--- src/rtl/hpdcache_refill_ctrl.sv ---
// rtl/hpdcache_refill_ctrl.sv - refill handler: collects memory beats, acks the MSHR, emits refill write and core response
// One line in flight; outputs are forced to 0 while rst_i is high.
module hpdcache_refill_ctrl #(
    parameter int MSHR_SET_WIDTH = 6,
    parameter int MSHR_WAY_WIDTH = 2,
    parameter int NLINE_WIDTH    = 34,
    parameter int TID_WIDTH      = 6,
    parameter int SID_WIDTH      = 3,
    parameter int BEATS          = 4,
    parameter int BEAT_WIDTH     = 64,
    parameter int WORD_WIDTH     = $clog2(BEATS)
) (
    input  logic                                   clk_i,
    input  logic                                   rst_i,
    input  logic                                   mem_rsp_valid_i,
    output logic                                   mem_rsp_ready_o,
    input  logic [MSHR_WAY_WIDTH+MSHR_SET_WIDTH-1:0] mem_rsp_id_i,
    input  logic [BEAT_WIDTH-1:0]                  mem_rsp_data_i,
    input  logic                                   mem_rsp_last_i,
    input  logic                                   mem_rsp_error_i,
    output logic                                   mshr_ack_req_o,
    input  logic                                   mshr_ack_gnt_i,
    output logic                                   mshr_ack_o,
    output logic                                   mshr_ack_cs_o,
    output logic [MSHR_SET_WIDTH-1:0]              mshr_ack_set_o,
    output logic [MSHR_WAY_WIDTH-1:0]              mshr_ack_way_o,
    input  logic [TID_WIDTH-1:0]                   mshr_req_id_i,
    input  logic [SID_WIDTH-1:0]                   mshr_src_id_i,
    input  logic [NLINE_WIDTH-1:0]                 mshr_nline_i,
    input  logic [WORD_WIDTH-1:0]                  mshr_word_i,
    input  logic                                   mshr_need_rsp_i,
    input  logic                                   mshr_is_prefetch_i,
    output logic                                   refill_valid_o,
    input  logic                                   refill_ready_i,
    output logic [NLINE_WIDTH-1:0]                 refill_nline_o,
    output logic [BEATS*BEAT_WIDTH-1:0]            refill_data_o,
    output logic                                   refill_error_o,
    output logic                                   core_rsp_valid_o,
    input  logic                                   core_rsp_ready_i,
    output logic [TID_WIDTH-1:0]                   core_rsp_tid_o,
    output logic [SID_WIDTH-1:0]                   core_rsp_sid_o,
    output logic [BEAT_WIDTH-1:0]                  core_rsp_data_o,
    output logic                                   core_rsp_error_o
);

    localparam int ID_WIDTH   = MSHR_WAY_WIDTH + MSHR_SET_WIDTH;
    localparam int LINE_WIDTH = BEATS * BEAT_WIDTH;

    typedef enum logic [2:0] {
        ST_IDLE,
        ST_COLLECT,
        ST_ACK,
        ST_META,
        ST_OUT
    } state_t;

    state_t                  state_q, state_d;
    logic [WORD_WIDTH-1:0]   cnt_q;
    logic [ID_WIDTH-1:0]     id_q;
    logic [LINE_WIDTH-1:0]   line_q;
    logic                    err_q;
    logic                    refill_done_q;
    logic                    rsp_done_q;
    logic [TID_WIDTH-1:0]    tid_q;
    logic [SID_WIDTH-1:0]    sid_q;
    logic [NLINE_WIDTH-1:0]  nline_q;
    logic [WORD_WIDTH-1:0]   word_q;
    logic                    need_rsp_q;
    logic                    prefetch_q;

    logic collecting;
    logic beat_acc;
    logic at_max;
    logic line_end;
    logic rsp_needed;
    logic refill_hs;
    logic rsp_hs;

    assign collecting      = ~rst_i & ((state_q == ST_IDLE) | (state_q == ST_COLLECT));
    assign mem_rsp_ready_o = collecting;
    assign beat_acc        = mem_rsp_valid_i & collecting;
    assign at_max          = (cnt_q == WORD_WIDTH'(BEATS - 1));
    // A line ends on an explicit last or when the buffer is full, whichever is first
    assign line_end        = beat_acc & (mem_rsp_last_i | at_max);
    assign rsp_needed      = need_rsp_q & ~prefetch_q;

    always_comb begin
        state_d          = state_q;
        mshr_ack_req_o   = 1'b0;
        mshr_ack_o       = 1'b0;
        mshr_ack_cs_o    = 1'b0;
        mshr_ack_set_o   = '0;
        mshr_ack_way_o   = '0;
        refill_valid_o   = 1'b0;
        refill_nline_o   = '0;
        refill_data_o    = '0;
        refill_error_o   = 1'b0;
        core_rsp_valid_o = 1'b0;
        core_rsp_tid_o   = '0;
        core_rsp_sid_o   = '0;
        core_rsp_data_o  = '0;
        core_rsp_error_o = 1'b0;
        refill_hs        = 1'b0;
        rsp_hs           = 1'b0;
        if (!rst_i) begin
            case (state_q)
                ST_IDLE: begin
                    if (beat_acc) state_d = line_end ? ST_ACK : ST_COLLECT;
                end
                ST_COLLECT: begin
                    if (line_end) state_d = ST_ACK;
                end
                ST_ACK: begin
                    mshr_ack_req_o = 1'b1;
                    mshr_ack_o     = mshr_ack_gnt_i;
                    mshr_ack_cs_o  = mshr_ack_gnt_i;
                    mshr_ack_way_o = id_q[ID_WIDTH-1 -: MSHR_WAY_WIDTH];
                    mshr_ack_set_o = id_q[MSHR_SET_WIDTH-1:0];
                    if (mshr_ack_gnt_i) state_d = ST_META;
                end
                ST_META: begin
                    state_d = ST_OUT;
                end
                ST_OUT: begin
                    refill_valid_o   = ~refill_done_q;
                    refill_nline_o   = nline_q;
                    refill_data_o    = line_q;
                    refill_error_o   = err_q;
                    core_rsp_valid_o = rsp_needed & ~rsp_done_q;
                    core_rsp_tid_o   = tid_q;
                    core_rsp_sid_o   = sid_q;
                    core_rsp_data_o  = line_q[32'(word_q)*BEAT_WIDTH +: BEAT_WIDTH];
                    core_rsp_error_o = err_q;
                    refill_hs        = ~refill_done_q & refill_ready_i;
                    rsp_hs           = rsp_needed & ~rsp_done_q & core_rsp_ready_i;
                    if ((refill_done_q | refill_hs) & (~rsp_needed | rsp_done_q | rsp_hs))
                        state_d = ST_IDLE;
                end
                default: state_d = ST_IDLE;
            endcase
        end
    end

    always_ff @(posedge clk_i) begin
        if (rst_i) begin
            state_q       <= ST_IDLE;
            cnt_q         <= '0;
            err_q         <= 1'b0;
            refill_done_q <= 1'b0;
            rsp_done_q    <= 1'b0;
        end else begin
            state_q <= state_d;
            if (beat_acc) begin
                line_q[32'(cnt_q)*BEAT_WIDTH +: BEAT_WIDTH] <= mem_rsp_data_i;
                cnt_q <= cnt_q + 1'b1;
                if (state_q == ST_IDLE) id_q <= mem_rsp_id_i;
                // Short or long lines are flagged as errors
                err_q <= err_q | mem_rsp_error_i | (line_end & (mem_rsp_last_i ^ at_max));
            end
            if (state_q == ST_META) begin
                tid_q      <= mshr_req_id_i;
                sid_q      <= mshr_src_id_i;
                nline_q    <= mshr_nline_i;
                word_q     <= mshr_word_i;
                need_rsp_q <= mshr_need_rsp_i;
                prefetch_q <= mshr_is_prefetch_i;
            end
            if (refill_hs) refill_done_q <= 1'b1;
            if (rsp_hs) rsp_done_q <= 1'b1;
            if ((state_q == ST_OUT) && (state_d == ST_IDLE)) begin
                cnt_q         <= '0;
                err_q         <= 1'b0;
                refill_done_q <= 1'b0;
                rsp_done_q    <= 1'b0;
            end
        end
    end

endmodule
--- config.mk ---
export PLATFORM = sky130hd
export DESIGN_NAME = hpdcache_refill_ctrl
export DESIGN_NICKNAME = d
export VERILOG_FILES = /design/src/rtl/hpdcache_refill_ctrl.sv
export SDC_FILE = /design/constraint.sdc
export NUM_CORES = 1
export LEC_CHECK = 0
export ABC_AREA = 1
export BUFFER_PORTS_ARGS = -buffer_cell sky130_fd_sc_hd__buf_2
export CORE_ASPECT_RATIO = 0.6
export CORE_MARGIN = 3
export CORE_UTILIZATION = 30
export CTS_CLUSTER_SIZE = 14
export DETAILED_ROUTE_END_ITERATION = 12
export MAX_ROUTING_LAYER = met4
export PLACE_DENSITY_LB_ADDON = 0.3
export SETUP_SLACK_MARGIN = 0.1
export SLEW_MARGIN = 20
export SYNTH_ARGS = -nofsm -noshare
export SYNTH_HDL_FRONTEND = slang
export SYNTH_SLANG_ARGS = --single-unit
export TNS_END_PERCENT = 20
--- constraint.sdc ---
create_clock -name clk_i -period 6.05 [get_ports clk_i]
set_clock_uncertainty 0.05 [all_clocks]
set_input_delay 0.605 -clock clk_i [delete_from_list [all_inputs] [get_ports clk_i]]
set_output_delay 0.605 -clock clk_i [all_outputs]
set_load 0.02 [all_outputs]
# Word level (Yosys, flattened, before mapping)
# Index checks and enable logic that the tools add are counted.
# W data, S select, Z words.
dict set report word_totals {
  reg_bits 319
  latch_bits 0
  ramBits 0
  romBits 0
  input_bits 127
  output_inout_bits 379
  wordCells 88
  mem_count 0
}
dict set report op_classes {
  n_addsub 2
  n_mul 0
  n_div 0
  magnitude_cmp 0
  n_eq_ne 5
  shift 3
  muxes 36
  n_bitwise 22
  reduce_logical 7
}
# operator count
set ops {}
lappend ops {{$mux W256} 2}
lappend ops {{$bwmux W256} 1}
lappend ops {{$shift A64 B34 Y256 const A} 1}
lappend ops {{$shiftx A256 B9 Y64} 1}
lappend ops {{$shiftx A64 B34 Y256} 1}
lappend ops {{$mux W64} 2}
lappend ops {{$mux W34} 2}
lappend ops {{$neg A8 Y34} 1}
lappend ops {{$mux W6} 4}
lappend ops {{$mux W3} 7}
lappend ops {{$pmux W3 S5} 1}
lappend ops {{$mux W1} 14}
lappend ops {{$and A1 B1 Y1} 9}
lappend ops {{$or A1 B1 Y1} 7}
lappend ops {{$eq A3 B2 Y1 const B} 2}
lappend ops {{$logic_not A3 Y1} 2}
lappend ops {{$mux W2} 3}
lappend ops {{$not A1 Y1} 5}
lappend ops {{$reduce_and A2 Y1} 2}
lappend ops {{$eq A3 B1 Y1 const B} 1}
lappend ops {{$eq A3 B3 Y1 const B} 1}
lappend ops {{$reduce_and A3 Y1} 1}
lappend ops {{$add A2 B1 Y2 const B} 1}
lappend ops {{$eq A2 B2 Y1 const B} 1}
lappend ops {{3 further kinds} 3}

# Logic depth before layout (Yosys ltp)
dict set report logic_depth {
  ltp_word 12
  mapped_depth 9
  depth_no_buf 8
}

# Worst setup path before layout
# No wires, ideal clock.
dict set report synth_timing {
  kind {input port to flip-flop}
  from {input rst_i}
  to {register line_q[0] (enable)}
  setup_time_ps 487
  arrival_ps 3682
  required_ps 5513
  setup_slack_ps 1831
  stages 3
  n_path_buf 0
  path_cell_list {nor2_1 nand3_2 nor2_1}
}
dict set report synth_between {
  elab_chain_cells 4
}
# item line_no
set synth_lines {}
lappend synth_lines {{from (decl)} 14} ;# input logic rst_i,
lappend synth_lines {{$not A1 Y1 (no line) (*)} --}
lappend synth_lines {{$and A1 B1 Y1} 79} ;# assign collecting = ~rst_i & ((state_q == ST_IDLE) | (state_q == ST_COLLECT));
lappend synth_lines {{$and A1 B1 Y1} 81} ;# assign beat_acc = mem_rsp_valid_i & collecting;
lappend synth_lines {{$reduce_and A2 Y1 (no line) (*)} --}
lappend synth_lines {{to (signal, indexed assignment)} 154} ;# line_q[32'(cnt_q)*BEAT_WIDTH +: BEAT_WIDTH] <= mem_rsp_data_i;
lappend synth_lines {{to (decl)} 60} ;# logic [LINE_WIDTH-1:0] line_q;
# Mark *: on every way between the ends. The rest lies on a longest branch, timed or not.
# A chain may end at the register's enable or synchronous reset.

# Final worst setup path
dict set report layout_timing {
  from {register word_q[0]}
  to {output core_rsp_data_o[60]}
}
dict set report layout_between {
  elab_chain_cells 3
}
# item line_no
set layout_lines {}
lappend layout_lines {{from (decl)} 67} ;# logic [WORD_WIDTH-1:0] word_q;
lappend layout_lines {{from (signal assigned)} 164} ;# word_q <= mshr_word_i;
lappend layout_lines {{$shiftx A256 B9 Y64} 132} ;# core_rsp_data_o = line_q[32'(word_q)*BEAT_WIDTH +: BEAT_WIDTH];
lappend layout_lines {{$mux W64} 106} ;# case (state_q)
lappend layout_lines {{$mux W64} 105} ;# if (!rst_i) begin
lappend layout_lines {{to (decl)} 42} ;# output logic [BEAT_WIDTH-1:0] core_rsp_data_o,
# Every way passes these cells.

==> impl_metrics.py <==
metrics = {
    "status": {
        "outcome": "finished clean",
    },
    "route": {
        "ant_nets": 0,
        "dr.pass1.iters": 7,
        "first_iter_violations": 1164,
        "drc": 0,
        "vias": 13605,
        "wl_per_cell_um": 17.2,
        "via_per_inst": 4.59,
        "drt_wl_total_mm": 51.2,
    },
    "finish": {
        "fillers": 5418,
        "multi_input_area_um2": 4540,
        "nets": 2374,
        "stdcell_area_um2": 20000,
        "drive_above_1_share": 0.275,
        "area_growth_pct": 23.4,
        "seqCellArea_um2": 9500,
    },
    "placement": {
        "hpwl_mm": 34.6,
        "routabilityCongestion": 0.842,
        "portBuffers": 505,
        "place_area_um2": 19100,
    },
    "yosys": {
        "yosys.area.top_type": "edfxtp_1",
        "async_flop_share": 0,
        "synth_edf_count": 311,
        "yosys_warnings": 0,
        "yosysTopAreaCellShare": 0.575,
        "synth_most_common_cell": "nor2_1",
        "synthDistinctLibCells": 23,
        "syn_area_um2": 16200,
        "synth_seq_cells": 319,
        "syn_inst": 1806,
        "synthFlopType": "edfxtp_1",
        "syn_avg_cell_area_um2": 8.99,
        "synth_seq_area_share": 0.585,
        "netlist_top_cells_area": "edfxtp_1 58%, nor2_1 11%, inv_1 9.0%, a21oi_1 4.5%, o21ai_0 4.0%",
        "synth_commonest_cells": "490 x nor2_1, 389 x inv_1, 311 x edfxtp_1",
        "synth_nets": 1940,
    },
    "floorplanning": {
        "row_count": 65,
        "die_x_um": 306,
        "die_y_um": 186,
        "ios": 506,
        "die_area_um2": 57000,
        "core_um2": 53000,
        "initial_core_util": 0.306,
    },
    "global_route": {
        "first_global_vias": 13130,
        "track_usage": 0.176,
        "use_met1": 0.232,
        "antenna_found_initial": 2,
        "grtUsageMet2": 0.286,
        "grt_pass1_wl_mm": 76.3,
        "grt_max_degree": 171,
        "grt_busiest_layer": "met2",
        "grtUsageMet3": 0.0318,
        "grt_overflow": 0,
    },
    "timing": {
        "setup_viol": 0,
        "rsz0062_at_grt": "no",
        "hold_viol": 0,
        "finalSetupTns_ps": 0,
        "layout_min_cycle_time_ps": 3780,
        "timing.hold.ws_ps": 142,
        "period_share": 0.625,
        "worstMarginPinSlew_ps": 1030,
        "drv_slew": 0,
        "relSlewSlack": 0.313,
        "fmax_ghz": 0.264,
    },
    "critical_path": {
        "start_kind": "flop",
        "worstSetupEndpointType": "primary output",
        "path_class": "flop to primary output",
        "arrival_ps": 3130,
        "cp.required_ps": 5390,
        "worstPathMaxFanout": 66,
    },
    "cts": {
        "clk_pin_slew_ps": 60,
        "numClockSinks": 319,
        "cts_tree": "built",
        "post-cts-setup-buffers": 0,
        "h-tree-depth": 1,
        "cts_made_buffers": 31,
        "hold_buffers": 0,
        "cts_resized": 0,
        "worstSkewPairLatency_ps": 580,
        "clk_path_buf_depth": 3,
        "cts_root_buffer": "clkbuf_16",
    },
    "run": {
        "cap_violations": 0,
    },
    "power": {
        "p_per_area_nw_per_um2": 236,
        "leakagePower_nw": 9.79,
        "vdd_drop_max_mv": 0.195,
    },
    "hold_path": {
        "hp-class": "primary input to flop",
    },
}
[registers in the layout (all words and copies together) (netlist names)]
| name | cells |
|---|---|
| cnt_q | 2 |
| err_q | 1 |
| id_q | 8 |
| line_q | 256 |
| need_rsp_q | 1 |
| nline_q | 34 |
| prefetch_q | 1 |
| refill_done_q | 1 |
| rsp_done_q | 1 |
| sid_q | 3 |
| state_q | 3 |
| tid_q | 6 |
| word_q | 2 |
[per-layer routing]
metal	part of all wire	wire [um]
met1	0.44	22700
met2	0.47	24300
met3	0.064	3250
met4	0.019	995
met5	0	0
[report_power, final]
group / leakage [nW] / total (mW) / switching, mW / internal, mW
Combinational: 6.40 / 0.371 / 0.279 / 0.0919
Sequential: 2.95 / 2.51 / 0.0240 / 2.48
Clock: 0.445 / 1.84 / 0.820 / 1.02
[through the flow]
step                setup WS [ps]  power (mW)  cells   util
finish                       2270        4.72   2967  0.378
global route                 2020        4.91   2967  0.378
CTS                          2220        4.78   2965  0.378
detailed placement           2670        2.93   2910  0.360
global placement             2710        2.92   2909  0.360
floorplan                    1830        2.77   1806      -
[worst paths after layout]
kind	startpoint	end	slack [ps]	depth (start not counted)
worst max register to register	state_q[1]$_SDFF_PP0_	line_q[80]$_DFFE_PP_	3180	4
worst max-delay path	word_q[0]$_DFFE_PP_	core_rsp_data_o[60]	2270	6
worst min register to register	err_q$_SDFFE_PP0N_	err_q$_SDFFE_PP0N_	440	2
worst min-delay path	mem_rsp_id_i[7]	id_q[7]$_DFFE_PP_	140	1
[cells in the final DEF (no fill, tap or decap), drive strengths merged]
master,n
o21bai,1
edfxtp,311
inv,392
clkinv,12
bufinv,2
nand4,1
ha,7
nand3,7
o21ai,129
xor2,1
nor2,491
dfxtp,8
clkbuf,40
diode,2
nor3,100
a21oi,197
buf,522
nand2,40
clkinvlp,1
[cell type report]
type,count,share of cell area
antenna,2,0.000250
tap,703,0.0439
sequential,319,0.474
clock buffer,40,0.0404
clock inverter,15,0.00593
multi-input combinational,974,0.227
inverter,392,0.0740
timing repair buffer,522,0.134
[critical path, cell delays in order (launching register included)]
cell,delay [ps]
edfxtp_1,350
buf_4,280
inv_4,530
buf_4,690
o21ai_0,170
a21oi_1,240
buf_2,220
[logic make-up after synthesis]
| group | Yosys count | share of synthesized area |
|---|---|---|
| fa+ha+maj | 7 | 0.00540 |
| simple gates | 639 | 0.157 |
| compound gates | 327 | 0.113 |
| xor+xnor | 1 | 0.000540 |
| buf+inv | 513 | 0.139 |
| flops | 319 | 0.585 |
Power figures use the tool's default switching activity.
